File: config.mk
export PLATFORM = sky130hd
export DESIGN_NAME = beam_trigger_rate_counter
export DESIGN_NICKNAME = d
export VERILOG_FILES = /design/src/rtl/beam_trigger_rate_counter.sv
export SDC_FILE = /design/constraint.sdc
export NUM_CORES = 1
export LEC_CHECK = 0
export BUFFER_PORTS_ARGS = -buffer_cell sky130_fd_sc_hd__buf_2
export CORE_MARGIN = 2
export CORE_UTILIZATION = 30
export CTS_CLUSTER_DIAMETER = 30
export DETAILED_ROUTE_END_ITERATION = 6
export HOLD_SLACK_MARGIN = 0.03
export PLACE_DENSITY = 0.47
export SYNTH_ARGS = -nofsm -noshare
export SYNTH_HDL_FRONTEND = slang
export SYNTH_SLANG_ARGS = --single-unit
File: constraint.sdc
create_clock -name clk_i -period 2.3 [get_ports clk_i]
set_input_delay 0.23 -clock clk_i [delete_from_list [all_inputs] [get_ports clk_i]]
set_output_delay 0.23 -clock clk_i [all_outputs]
set_load 0.03 [all_outputs]
File: src/rtl/beam_trigger_rate_counter.sv
// -----------------------------------------------------------------------------
// beam_trigger_rate_counter
//
// Per-beam trigger rate scaler in the aclk domain. A start request opens a
// counting window of PERIOD_CLKS clocks. Every beam has a holdoff (dead time)
// after each counted trigger. At the end of the window all beam counts are
// latched into a stable output bank and done_o pulses for one cycle, so the
// wishbone-side readout can capture count_o through a flag crossing.
//
// Parameters
//   NBEAMS       number of beam trigger inputs
//   PERIOD_CLKS  window length in clk_i cycles (>= 2)
//   HOLDOFF_CLKS cycles a beam is blind after a counted trigger (0 = none)
//   COUNT_BITS   width of each beam count (saturating)
//
// Ports
//   clk_i      aclk-domain clock, the only clock
//   rst_i      synchronous active-high reset
//   trigger_i  per-beam trigger level, sampled every clock edge
//   start_i    single-cycle pulse: clear live counts, start/restart the window
//   busy_o     high while the window is running
//   done_o     one-cycle pulse; count_o already holds the new counts
//   count_o    latched counts of the last completed window
// -----------------------------------------------------------------------------
module beam_trigger_rate_counter #(
    parameter int NBEAMS       = 2,
    parameter int PERIOD_CLKS  = 375000000,
    parameter int HOLDOFF_CLKS = 4,
    parameter int COUNT_BITS   = 32
) (
    input  logic                                 clk_i,
    input  logic                                 rst_i,
    input  logic [NBEAMS-1:0]                    trigger_i,
    input  logic                                 start_i,
    output logic                                 busy_o,
    output logic                                 done_o,
    output logic [NBEAMS-1:0][COUNT_BITS-1:0]    count_o
);

    localparam int TIMER_BITS = $clog2(PERIOD_CLKS);
    localparam int HOLD_BITS  = (HOLDOFF_CLKS > 0) ? $clog2(HOLDOFF_CLKS + 1) : 1;

    localparam logic [TIMER_BITS-1:0] TIMER_PENULT = TIMER_BITS'(PERIOD_CLKS - 2);
    localparam logic [HOLD_BITS-1:0]  HOLD_LOAD    = HOLD_BITS'(HOLDOFF_CLKS);
    localparam logic [COUNT_BITS-1:0] COUNT_MAX    = '1;

    typedef enum logic [1:0] {
        S_IDLE,
        S_COUNT,
        S_DONE
    } state_t;

    state_t                               state_q;
    state_t                               state_d;
    logic [TIMER_BITS-1:0]                timer_q;
    logic                                 timer_last_q;   // timer_q == PERIOD_CLKS-1
    logic [NBEAMS-1:0][HOLD_BITS-1:0]     holdoff_q;
    logic [NBEAMS-1:0][COUNT_BITS-1:0]    live_q;
    logic [NBEAMS-1:0][COUNT_BITS-1:0]    live_d;
    logic [NBEAMS-1:0]                    qualify;
    logic                                 window_end;

    // -------------------------------------------------------------------------
    // Trigger qualification: a beam is only seen when its holdoff has expired.
    // -------------------------------------------------------------------------
    always_comb begin
        for (int b = 0; b < NBEAMS; b++) begin
            qualify[b] = trigger_i[b] && (holdoff_q[b] == '0);
        end
    end

    // Last COUNT cycle without a restart: the window closes at this edge.
    assign window_end = (state_q == S_COUNT) && timer_last_q && !start_i;

    // -------------------------------------------------------------------------
    // FSM next state and outputs
    // -------------------------------------------------------------------------
    always_comb begin
        // NOTE: every output of this block gets a default first so that no
        // path through the case leaves a signal unassigned (no latch).
        state_d = state_q;
        busy_o  = 1'b0;
        done_o  = 1'b0;
        unique case (state_q)
            S_IDLE: begin
                if (start_i) state_d = S_COUNT;
            end
            S_COUNT: begin
                busy_o = 1'b1;
                if (start_i)           state_d = S_COUNT;
                else if (timer_last_q) state_d = S_DONE;
            end
            S_DONE: begin
                done_o  = 1'b1;
                state_d = start_i ? S_COUNT : S_IDLE;
            end
            default: state_d = S_IDLE;
        endcase
    end

    // -------------------------------------------------------------------------
    // Live count next value. A start clears the counts and wins over a
    // coincident qualify, so that trigger belongs to no window.
    // -------------------------------------------------------------------------
    always_comb begin
        live_d = live_q;
        for (int b = 0; b < NBEAMS; b++) begin
            if (start_i) begin
                live_d[b] = '0;
            end else if ((state_q == S_COUNT) && qualify[b] && (live_q[b] != COUNT_MAX)) begin
                live_d[b] = live_q[b] + COUNT_BITS'(1);
            end
        end
    end

    // -------------------------------------------------------------------------
    // State, timer, holdoff and count registers
    // -------------------------------------------------------------------------
    always_ff @(posedge clk_i) begin
        // NOTE: sequential state uses non-blocking assignments only, so every
        // register samples the pre-edge values regardless of statement order.
        if (rst_i) begin
            state_q      <= S_IDLE;
            timer_q      <= '0;
            timer_last_q <= 1'b0;
            holdoff_q    <= '0;
            live_q       <= '0;
            count_o      <= '0;
        end else begin
            state_q <= state_d;
            live_q  <= live_d;

            // The terminal compare is done one cycle early and registered so
            // the FSM never waits on a wide equality in the same cycle.
            if (start_i) begin
                timer_q      <= '0;
                timer_last_q <= 1'b0;
            end else if (state_q == S_COUNT) begin
                timer_q      <= timer_q + TIMER_BITS'(1);
                timer_last_q <= (timer_q == TIMER_PENULT);
            end else begin
                timer_q      <= '0;
                timer_last_q <= 1'b0;
            end

            // Holdoff runs in every state: dead time is a property of the
            // detector, not of the counting window.
            for (int b = 0; b < NBEAMS; b++) begin
                if (qualify[b]) begin
                    holdoff_q[b] <= HOLD_LOAD;
                end else if (holdoff_q[b] != '0) begin
                    holdoff_q[b] <= holdoff_q[b] - HOLD_BITS'(1);
                end
            end

            // Latch on entry to DONE using live_d, which already includes a
            // qualify in the last COUNT cycle; count_o is valid while done_o.
            if (window_end) begin
                count_o <= live_d;
            end
        end
    end

endmodule

==> reports/qor.csv, run 1 <==
stage,metric,value,unit
synthesis,Syn Area/Cell,8.75,um2
synthesis,Gate Count Post-Synth,840,
detailed_routing,DRC violations left,0,
worst_setup_path,crit-path most repeated cell,or4_4,
layout,share of post-route cells with drive strength above 1,26.0,%
floorplanning,I/O Pins,71,
worst_setup_path,max incr delay on CP,0.60,ns
detailed_routing,routed vias,6675,
clock_tree,root buffer cell,clkbuf_16,
placement,post-DP HPWL,14300,um
synthesis,Post-synth EDFFs,0,
worst_setup_path,R2R depth,7,
worst_hold_path,hold endpoint,state_q[0],
floorplanning,Initial Util,30.4,%
worst_hold_path,min-delay worst type,in -> reg,
synthesis,Syn Nets,853,
worst_hold_path,Hold Startpoint,start_i,
worst_setup_path,worst-path cell chain,"inv_2, ha_4, and2b_2, nand3_4, or4_4, or4_4, a311oi_2",
sta,unrepaired setup endpoints after global routing,true,
global_routing,number of global-route vias before repair,6413,
synthesis,unique cell type count in the Yosys netlist,55,
global_routing,initial antenna violation count,0,
floorplanning,overall die height,160,um
synthesis,Most used DFF post-synth,dfxtp_1,
worst_setup_path,Crit-path slowest cell,or4_4,
sta,f_max,0.446,GHz
detailed_routing,DR iter-0 viols,290,
worst_setup_path,reg2reg start,holdoff_q[3],
global_routing,pin count of the biggest net entering global routing,85,
worst_setup_path,Critical Path RT,2.64,ns
global_routing,first-pass GRT wire length,34000,um
synthesis,Synth Cell Area,0.00735,mm2
sta,min Tclk post-route,2.24,ns
worst_setup_path,Critical Path Sink Type,flop,
placement,dpl ws,-0.0176,ns
worst_hold_path,worst hold path cell count,3,
global_routing,"Remaining Overflow, GRT",0,
worst_setup_path,critical path type,reg -> reg,
sta,setup violators final,0,
sta,Fin Hold WS,0.153,ns
pwr,Pwr per Cell Area,670,mW/mm2
placement,Buffers on Ports,70,
synthesis,Post-synth ARST share,0,%
clock_tree,Post-CTS Hold Fix Bufs,0,
layout,Non-Filler Instances,1318,
layout,"most common cell after layout, fill and taps aside",dfxtp_1,
global_routing,all-layer global routing usage,16.2,%
worst_setup_path,CP max FO,6,
worst_setup_path,R2R Setup Slk,0.06,ns
clock_tree,CTS HTree Levels,4,
clock_tree,TritonCTS Sinks,166,
pwr,Leak,3.23,nW
detailed_routing,routed len/inst,15.5,um
floorplanning,chip width,160,um
floorplanning,core area,0.0242,mm2
layout,"commonest non-fill, non-tap cells in the layout","dfxtp_1, nor2_1, buf_4",
detailed_routing,Avg Vias per Cell,5.06,
layout,number of fill cells,2493,
worst_setup_path,startpoint types,flop,
synthesis,post-synthesis sequential area ratio,45.2,%
layout,Area Overhead vs Synth,28.9,%
layout,nets,994,
sta,Final Cycle Share,97.5,%
sta,final-report max-slew violation count,0,
worst_setup_path,"Data arrival, critical path",2.59,ns
clock_tree,Clock Latency Late Sink,0.43,ns
sta,Worst-Margin Slew,0.778,ns
synthesis,register bit total from synthesis,166,
clock_tree,clock tree from TritonCTS,done,
sta,"Hold Vio Cnt, Final",0,
detailed_routing,Pre-antenna DRT Iters,4,
layout,# diodes,0,
synthesis,Yosys warning count,0,
pwr,Peak VDD IR,0.371,mV
sta,setup ws final,0.0573,ns
clock_tree,Clock Path Buffers,2,
worst_setup_path,RR Endpoint,count_o[59],
sta,Worst Clk Skew,0.0126,ns
placement,placed instance count,1274,
sta,Slew headroom,48.1,%
placement,Placer Congestion,0.807,
detailed_routing,final wirelength,20400,um
job,max_cap viols,0,
detailed_routing,DRT antenna net count,0,
clock_tree,"CTS clk-pin slew, worst paths",0.07,ns
floorplanning,site row count,57,
clock_tree,cts bufs inserted,17,
floorplanning,die area,0.0258,mm2
run_status,status,completed,
==> worst max-delay path by stage <==
stage / startpoint / to / slack, ns
after global placement: holdoff_q[1] / count_o[20] / 0.01
after global routing: holdoff_q[3] / count_o[41] / -0.05
after CTS: holdoff_q[1] / count_o[19] / -0.008
after floorplan: holdoff_q[4] / count_o[61] / -0.007
final: holdoff_q[3] / count_o[59] / 0.06
after detailed placement: holdoff_q[1] / count_o[20] / -0.02
==> cells by family (layout without fill, tap and decap cells) <==
group	Yosys count	in the layout	share of synthesized area [%]
buf+inv	59	212	3.24
flops	166	166	45.2
compound gates	176	176	16.3
simple gates	379	380	27.6
xor+xnor	49	49	5.84
mux	3	3	0.426
fa+ha+maj	8	8	1.36
==> state kept, by name, indices dropped and copies added, names as in the netlist <==
signal        flops
count_o          64
live_q           64
timer_q          29
holdoff_q         6
state_q           2
timer_last_q      1
==> cell usage after synthesis, drive strengths merged, types with 4 or more instances <==
cell type | n | share of area (%)
dfxtp | 166 | 45
nor2 | 136 | 6.9
a21oi | 46 | 3.1
nand4 | 46 | 3.9
nand2 | 40 | 2.1
nand3 | 39 | 2.8
a211oi | 38 | 3.9
a311oi | 35 | 4.2
clkbuf | 35 | 1.8
xor2 | 31 | 3.7
or4 | 24 | 2.6
o31ai | 21 | 2.1
o21ai | 19 | 1.3
or3 | 18 | 1.5
xnor2 | 18 | 2.1
and3 | 17 | 1.4
inv | 14 | 0.72
nor4 | 14 | 1.6
and4 | 13 | 1.5
buf | 10 | 0.73
nor3 | 9 | 0.61
ha | 8 | 1.4
a31oi | 6 | 0.51
and2 | 4 | 0.34
o21bai | 4 | 0.41
==> layer usage <==
metal / GRT usage [%] / wire [um] / vias up / share of wire [%]
met1: 21.5 / 9830 / 3126 / 48
li1: - / - / 3434 / -
met5: 0 / 0 / - / 0
met2: 26.8 / 9680 / 91 / 47
met4: 5.61 / 399 / 0 / 2.0
met3: 2.58 / 522 / 24 / 2.6
==> per-stage QoR <==
| stage | util (%) | setup TNS (ns) | power [mW] | instance area (um2) |
|---|---|---|---|---|
| 6_report | 39.2 | 0 | 6.35 | 9470 |
| 4_1_cts | 38.3 | -0.00941 | 6.37 | 9260 |
| 2_1_floorplan | - | -0.00746 | 3.33 | 7370 |
| 3_3_place_gp | 35.6 | 0 | 3.49 | 8620 |
| 5_1_grt | 39.2 | -0.147 | 6.62 | 9470 |
| 3_5_place_dp | 35.6 | -0.0217 | 3.50 | 8620 |
==> worst max-delay path: cells and delay by family, from the launching register on <==
| kind | cells | cell delay, ns |
|---|---|---|
| simple gates | 4 | 1.41 |
| compound gates | 1 | 0.23 |
| buf+inv | 1 | 0.07 |
| flops | 1 | 0.32 |
| fa+ha+maj | 1 | 0.14 |
==> where the power goes <==
part           internal (mW)  switching [mW]  total [mW]
clock                   1.59            1.26        2.85
combinational          0.269           0.277       0.546
sequential              2.92          0.0323        2.96
total                   4.78            1.57        6.35
==> cell type report <==
type | count | area (um2) | area share (%)
multi-input cells | 616 | 3980 | 42.0
flip-flops and latches | 166 | 3330 | 35.2
repair buffers | 166 | 1110 | 11.7
clock buffers | 20 | 467 | 4.93
well taps | 324 | 405 | 4.28
clock inverters | 12 | 119 | 1.26
inverters | 14 | 52.6 | 0.555
==> timing repair <==
item	in CTS	in global routing
pin swaps	9	15
buffers inserted	3	8
setup endpoints to repair	3	56
gates resized for setup	5	38
cloned	1	0
Power figures use the tool's default switching activity.
==> inputs of run 2 (changes only) <==
--- a/config.mk
+++ b/config.mk
@@ -5,13 +5,14 @@
 export SDC_FILE = /design/constraint.sdc
 export NUM_CORES = 1
 export LEC_CHECK = 0
+export ABC_AREA = 1
 export BUFFER_PORTS_ARGS = -buffer_cell sky130_fd_sc_hd__buf_2
 export CORE_MARGIN = 2
 export CORE_UTILIZATION = 30
 export CTS_CLUSTER_DIAMETER = 30
 export DETAILED_ROUTE_END_ITERATION = 6
 export HOLD_SLACK_MARGIN = 0.03
-export PLACE_DENSITY = 0.47
+export PLACE_DENSITY = 0.46
 export SYNTH_ARGS = -nofsm -noshare
 export SYNTH_HDL_FRONTEND = slang
 export SYNTH_SLANG_ARGS = --single-unit
==> run 2 against run 1 <==
- register-to-register slack improved by 0.22 ns
- non-clock buffer count shrank 83
- maximum frequency increased by 11%
- clock skew rose by 0.0038 ns
- routed wire length is 19% higher
- sequential power about the same
- die area up 19%
- first-iteration DRC count rose by 60%
- final cell count rose by 38%
- design area rose by 6.7%
==> reports/qor.csv, run 2 <==
stage,metric,value,unit,change
synthesis,"area leader, netlist",dfxtp_1,,unchanged
floorplanning,Initial Util,30.6,%,was 30.4%
worst_hold_path,worst hold path cell count,3,,unchanged
run_status,status,completed,,unchanged
detailed_routing,DRT antenna net count,0,,unchanged
synthesis,Post-synth top cells,"nand2_1, nor2_1, dfxtp_1, inv_1, nand3_1",,"was dfxtp_1, nor2_1, a21oi_1, nand4_1, nand2_1"
floorplanning,chip width,175,um,was 160 um
detailed_routing,DR iter-0 viols,465,,was 290
detailed_routing,routed len/inst,13.4,um,was 15.5 um
worst_setup_path,R2R depth,10,,was 7
synthesis,register bit total from synthesis,166,,unchanged
synthesis,Most used DFF post-synth,dfxtp_1,,unchanged
floorplanning,I/O Pins,71,,unchanged
worst_hold_path,min-delay worst type,in -> reg,,unchanged
synthesis,Synth Cell Area,0.00880,mm2,was 0.00735 mm2
synthesis,post-synthesis sequential area ratio,37.8,%,was 45.2%
synthesis,mux share of post-synthesis cell area,0,%,was 0.426%
sta,unrepaired setup endpoints after global routing,false,,was true
synthesis,unique cell type count in the Yosys netlist,35,,was 55
placement,Placer Congestion,0.834,,was 0.807
global_routing,"Remaining Overflow, GRT",0,,unchanged
sta,min Tclk post-route,2.03,ns,was 2.24 ns
sta,Fin Hold WS,0.119,ns,was 0.153 ns
worst_setup_path,worst-path cell chain,"inv_1, ha_1, nand3_1, nor2_4, nand3_1, nor2_1, nand2_1, nand2_1, nand3_1, a21oi_1",,"was inv_2, ha_4, and2b_2, nand3_4, or4_4, or4_4, a311oi_2"
pwr,Leak,4.15,nW,was 3.23 nW
synthesis,Post-Synth XOR/XNOR Area,1.59,%,was 5.84%
sta,f_max,0.493,GHz,was 0.446 GHz
synthesis,Syn Nets,1376,,was 853
clock_tree,CTS HTree Levels,4,,unchanged
synthesis,Yosys warning count,0,,unchanged
layout,"most common cell after layout, fill and taps aside",nand2_1,,was dfxtp_1
layout,# diodes,0,,unchanged
synthesis,Post-synth EDFFs,0,,unchanged
pwr,Peak VDD IR,0.392,mV,was 0.371 mV
worst_setup_path,"Data arrival, critical path",2.40,ns,was 2.59 ns
sta,Worst Clk Skew,0.0164,ns,was 0.0126 ns
floorplanning,site row count,62,,was 57
pwr,Pwr per Cell Area,639,mW/mm2,was 670 mW/mm2
clock_tree,Clock Latency Late Sink,0.44,ns,was 0.43 ns
worst_setup_path,RR Endpoint,count_o[57],,was count_o[59]
sta,setup violators final,0,,unchanged
detailed_routing,Pre-antenna DRT Iters,4,,unchanged
placement,placed instance count,1782,,was 1274
clock_tree,cts bufs inserted,17,,unchanged
layout,nets,1430,,was 994
clock_tree,Setup Buffers After CTS,0,,was 3
sta,Slew headroom,69.5,%,was 48.1%
detailed_routing,DRC violations left,0,,unchanged
placement,post-DP HPWL,17900,um,was 14300 um
detailed_routing,final wirelength,24400,um,was 20400 um
sta,setup_tns,0,ns,unchanged
job,max_cap viols,0,,unchanged
worst_setup_path,crit-path most repeated cell,nand3_1,,was or4_4
clock_tree,TritonCTS Sinks,166,,unchanged
floorplanning,overall die height,175,um,was 160 um
worst_hold_path,Hold Startpoint,start_i,,unchanged
floorplanning,die area,0.0307,mm2,was 0.0258 mm2
global_routing,number of global-route vias before repair,7763,,was 6413
global_routing,first-pass GRT wire length,40800,um,was 34000 um
worst_setup_path,Critical Path Sink Type,flop,,unchanged
worst_setup_path,CP max FO,10,,was 6
synthesis,Syn Area/Cell,6.45,um2,was 8.75 um2
worst_setup_path,Crit-path slowest cell,nor2_4,,was or4_4
global_routing,pin count of the biggest net entering global routing,88,,was 85
clock_tree,clock tree from TritonCTS,done,,unchanged
detailed_routing,routed vias,8258,,was 6675
synthesis,Post-Synth Simple-Gate Area,41.9,%,was 27.6%
clock_tree,Clock Path Buffers,2,,unchanged
synthesis,top-count cell post-synth,nand2_1,,was dfxtp_1
layout,Top Registers,"count_o: 64 flops, live_q: 64 flops, timer_q: 29 flops",,unchanged
detailed_routing,Avg Vias per Cell,4.55,,was 5.06
worst_setup_path,critical path type,reg -> reg,,unchanged
layout,post-route design area,0.0101,mm2,was 0.00947 mm2
synthesis,Adder-Cell Fraction of Synth Area,1.14,%,was 1.36%
sta,"Hold Vio Cnt, Final",0,,unchanged
placement,Post-DP Area,0.00950,mm2,was 0.00862 mm2
floorplanning,core area,0.0288,mm2,was 0.0242 mm2
worst_setup_path,Critical Path RT,2.67,ns,was 2.64 ns
synthesis,main combinational cell family by area after synthesis,simple AND/OR/NAND/NOR gates,,unchanged
global_routing,initial antenna violation count,0,,unchanged
worst_setup_path,reg2reg start,holdoff_q[3],,unchanged
layout,Non-Filler Instances,1814,,was 1318
clock_tree,root buffer cell,clkbuf_16,,unchanged
worst_setup_path,max incr delay on CP,0.32,ns,was 0.60 ns
sta,Final Cycle Share,88.1,%,was 97.5%
sta,Worst-Margin Slew,0.457,ns,was 0.778 ns
clock_tree,"CTS clk-pin slew, worst paths",0.08,ns,was 0.07 ns
clock_tree,Post-CTS Hold Fix Bufs,0,,unchanged
synthesis,area share of the leading cell type in the synthesized netlist,37.8,%,was 45.2%
global_routing,all-layer global routing usage,16.5,%,was 16.2%
layout,Area Overhead vs Synth,14.9,%,was 28.9%
layout,share of post-route cells with drive strength above 1,13.1,%,was 26.0%
sta,final-report max-slew violation count,0,,unchanged
worst_setup_path,startpoint types,flop,,unchanged
synthesis,Synth Area in Compound Gates,7.67,%,was 16.3%
pwr,overall power,6.46,mW,was 6.35 mW
worst_setup_path,R2R Setup Slk,0.27,ns,was 0.06 ns
synthesis,Gate Count Post-Synth,1363,,was 840
synthesis,"top cells by area, synth","dfxtp_1, nand2_1, nor2_1, inv_1, nand3_1",,"was dfxtp_1, nor2_1, a311oi_1, nand4_1, a211oi_1"
synthesis,Post-synth ARST share,0,%,unchanged
worst_hold_path,hold endpoint,state_q[0],,unchanged
placement,Buffers on Ports,70,,unchanged
layout,"commonest non-fill, non-tap cells in the layout","nand2_1, nor2_1, dfxtp_1",,"was dfxtp_1, nor2_1, buf_4"
[run 2: cell types whose count changed in the layout (fill, tap and decap cells not counted), sizes merged, moves of 25 or more]
cell    change
inv       +150
o21ai      +34
a211oi     -37
buf        -83
nand2     +349
nand3      +82
or4        -25
nor2      +115
a311oi     -35
[run 2: where the power goes]
part / leakage, nW / total, mW / internal [mW] / switching [mW]
logic: 2.51 / 0.497 / 0.162 / 0.335
registers: 1.34 / 2.95 / 2.92 / 0.0310
clock network: 0.300 / 3.01 / 1.67 / 1.35
[run 2: layer usage]
metal	GRT usage, %	share of wire (%)	vias to the layer above
li1	-	-	4417
met1	24.8	54	3700
met2	23.9	41	117
met3	2.59	3.2	24
met4	4.93	1.6	0
met5	0	0	-
[run 2: cells by family (layout without fill, tap and decap cells)]
| family | count (synthesis) | in the layout |
|---|---|---|
| simple gates | 838 | 838 |
| compound gates | 127 | 127 |
| flops | 166 | 166 |
| fa+ha+maj | 8 | 8 |
| buf+inv | 208 | 275 |
| xor+xnor | 16 | 16 |
[run 2: worst max path at each step]
stage | from | to | slack, ns | cells after the start
CTS | live_q[1] | count_o[10] | 0.27 | 12
global placement | live_q[0] | count_o[10] | 0.32 | 12
global route | holdoff_q[3] | count_o[54] | 0.01 | 10
floorplan | live_q[0] | count_o[30] | 0.63 | 13
finish | holdoff_q[3] | count_o[57] | 0.27 | 10
detailed placement | live_q[1] | count_o[10] | 0.27 | 12
[run 2: layout make-up]
| class | count | area [um2] |
|---|---|---|
| inverters | 160 | 601 |
| clock buffers | 18 | 439 |
| fillers | 3196 | 18700 |
| flip-flops and latches | 166 | 3320 |
| repair buffers | 83 | 488 |
| clock inverters | 14 | 163 |
| multi-input cells | 989 | 4610 |
| well taps | 384 | 480 |
[run 2: worst max-delay path, delay by kind of cell, from the launching register on]
kind                     cells  cell delay [ns]
AO/OA/AOI/OAI                1             0.14
AND/OR/NAND/NOR              7             1.24
buffers and inverters        1             0.09
adder cells (fa/ha/maj)      1             0.18
flip-flops                   1             0.31
[run 2: metrics by stage]
| stage | setup slack (ns) | util [%] |
|---|---|---|
| 5_1_grt | 0.0109 | 35.1 |
| 4_1_cts | 0.268 | 35.1 |
| 3_5_place_dp | 0.271 | 33.0 |
| 2_1_floorplan | 0.630 | - |
| 6_report | 0.273 | 35.1 |
| 3_3_place_gp | 0.322 | 33.0 |
[run 2: what timing repair did]
item / in CTS / in global routing
endpoints found under the hold margin: 0 / 0
gates resized for setup: 0 / 1
setup endpoints to repair: 0 / 1
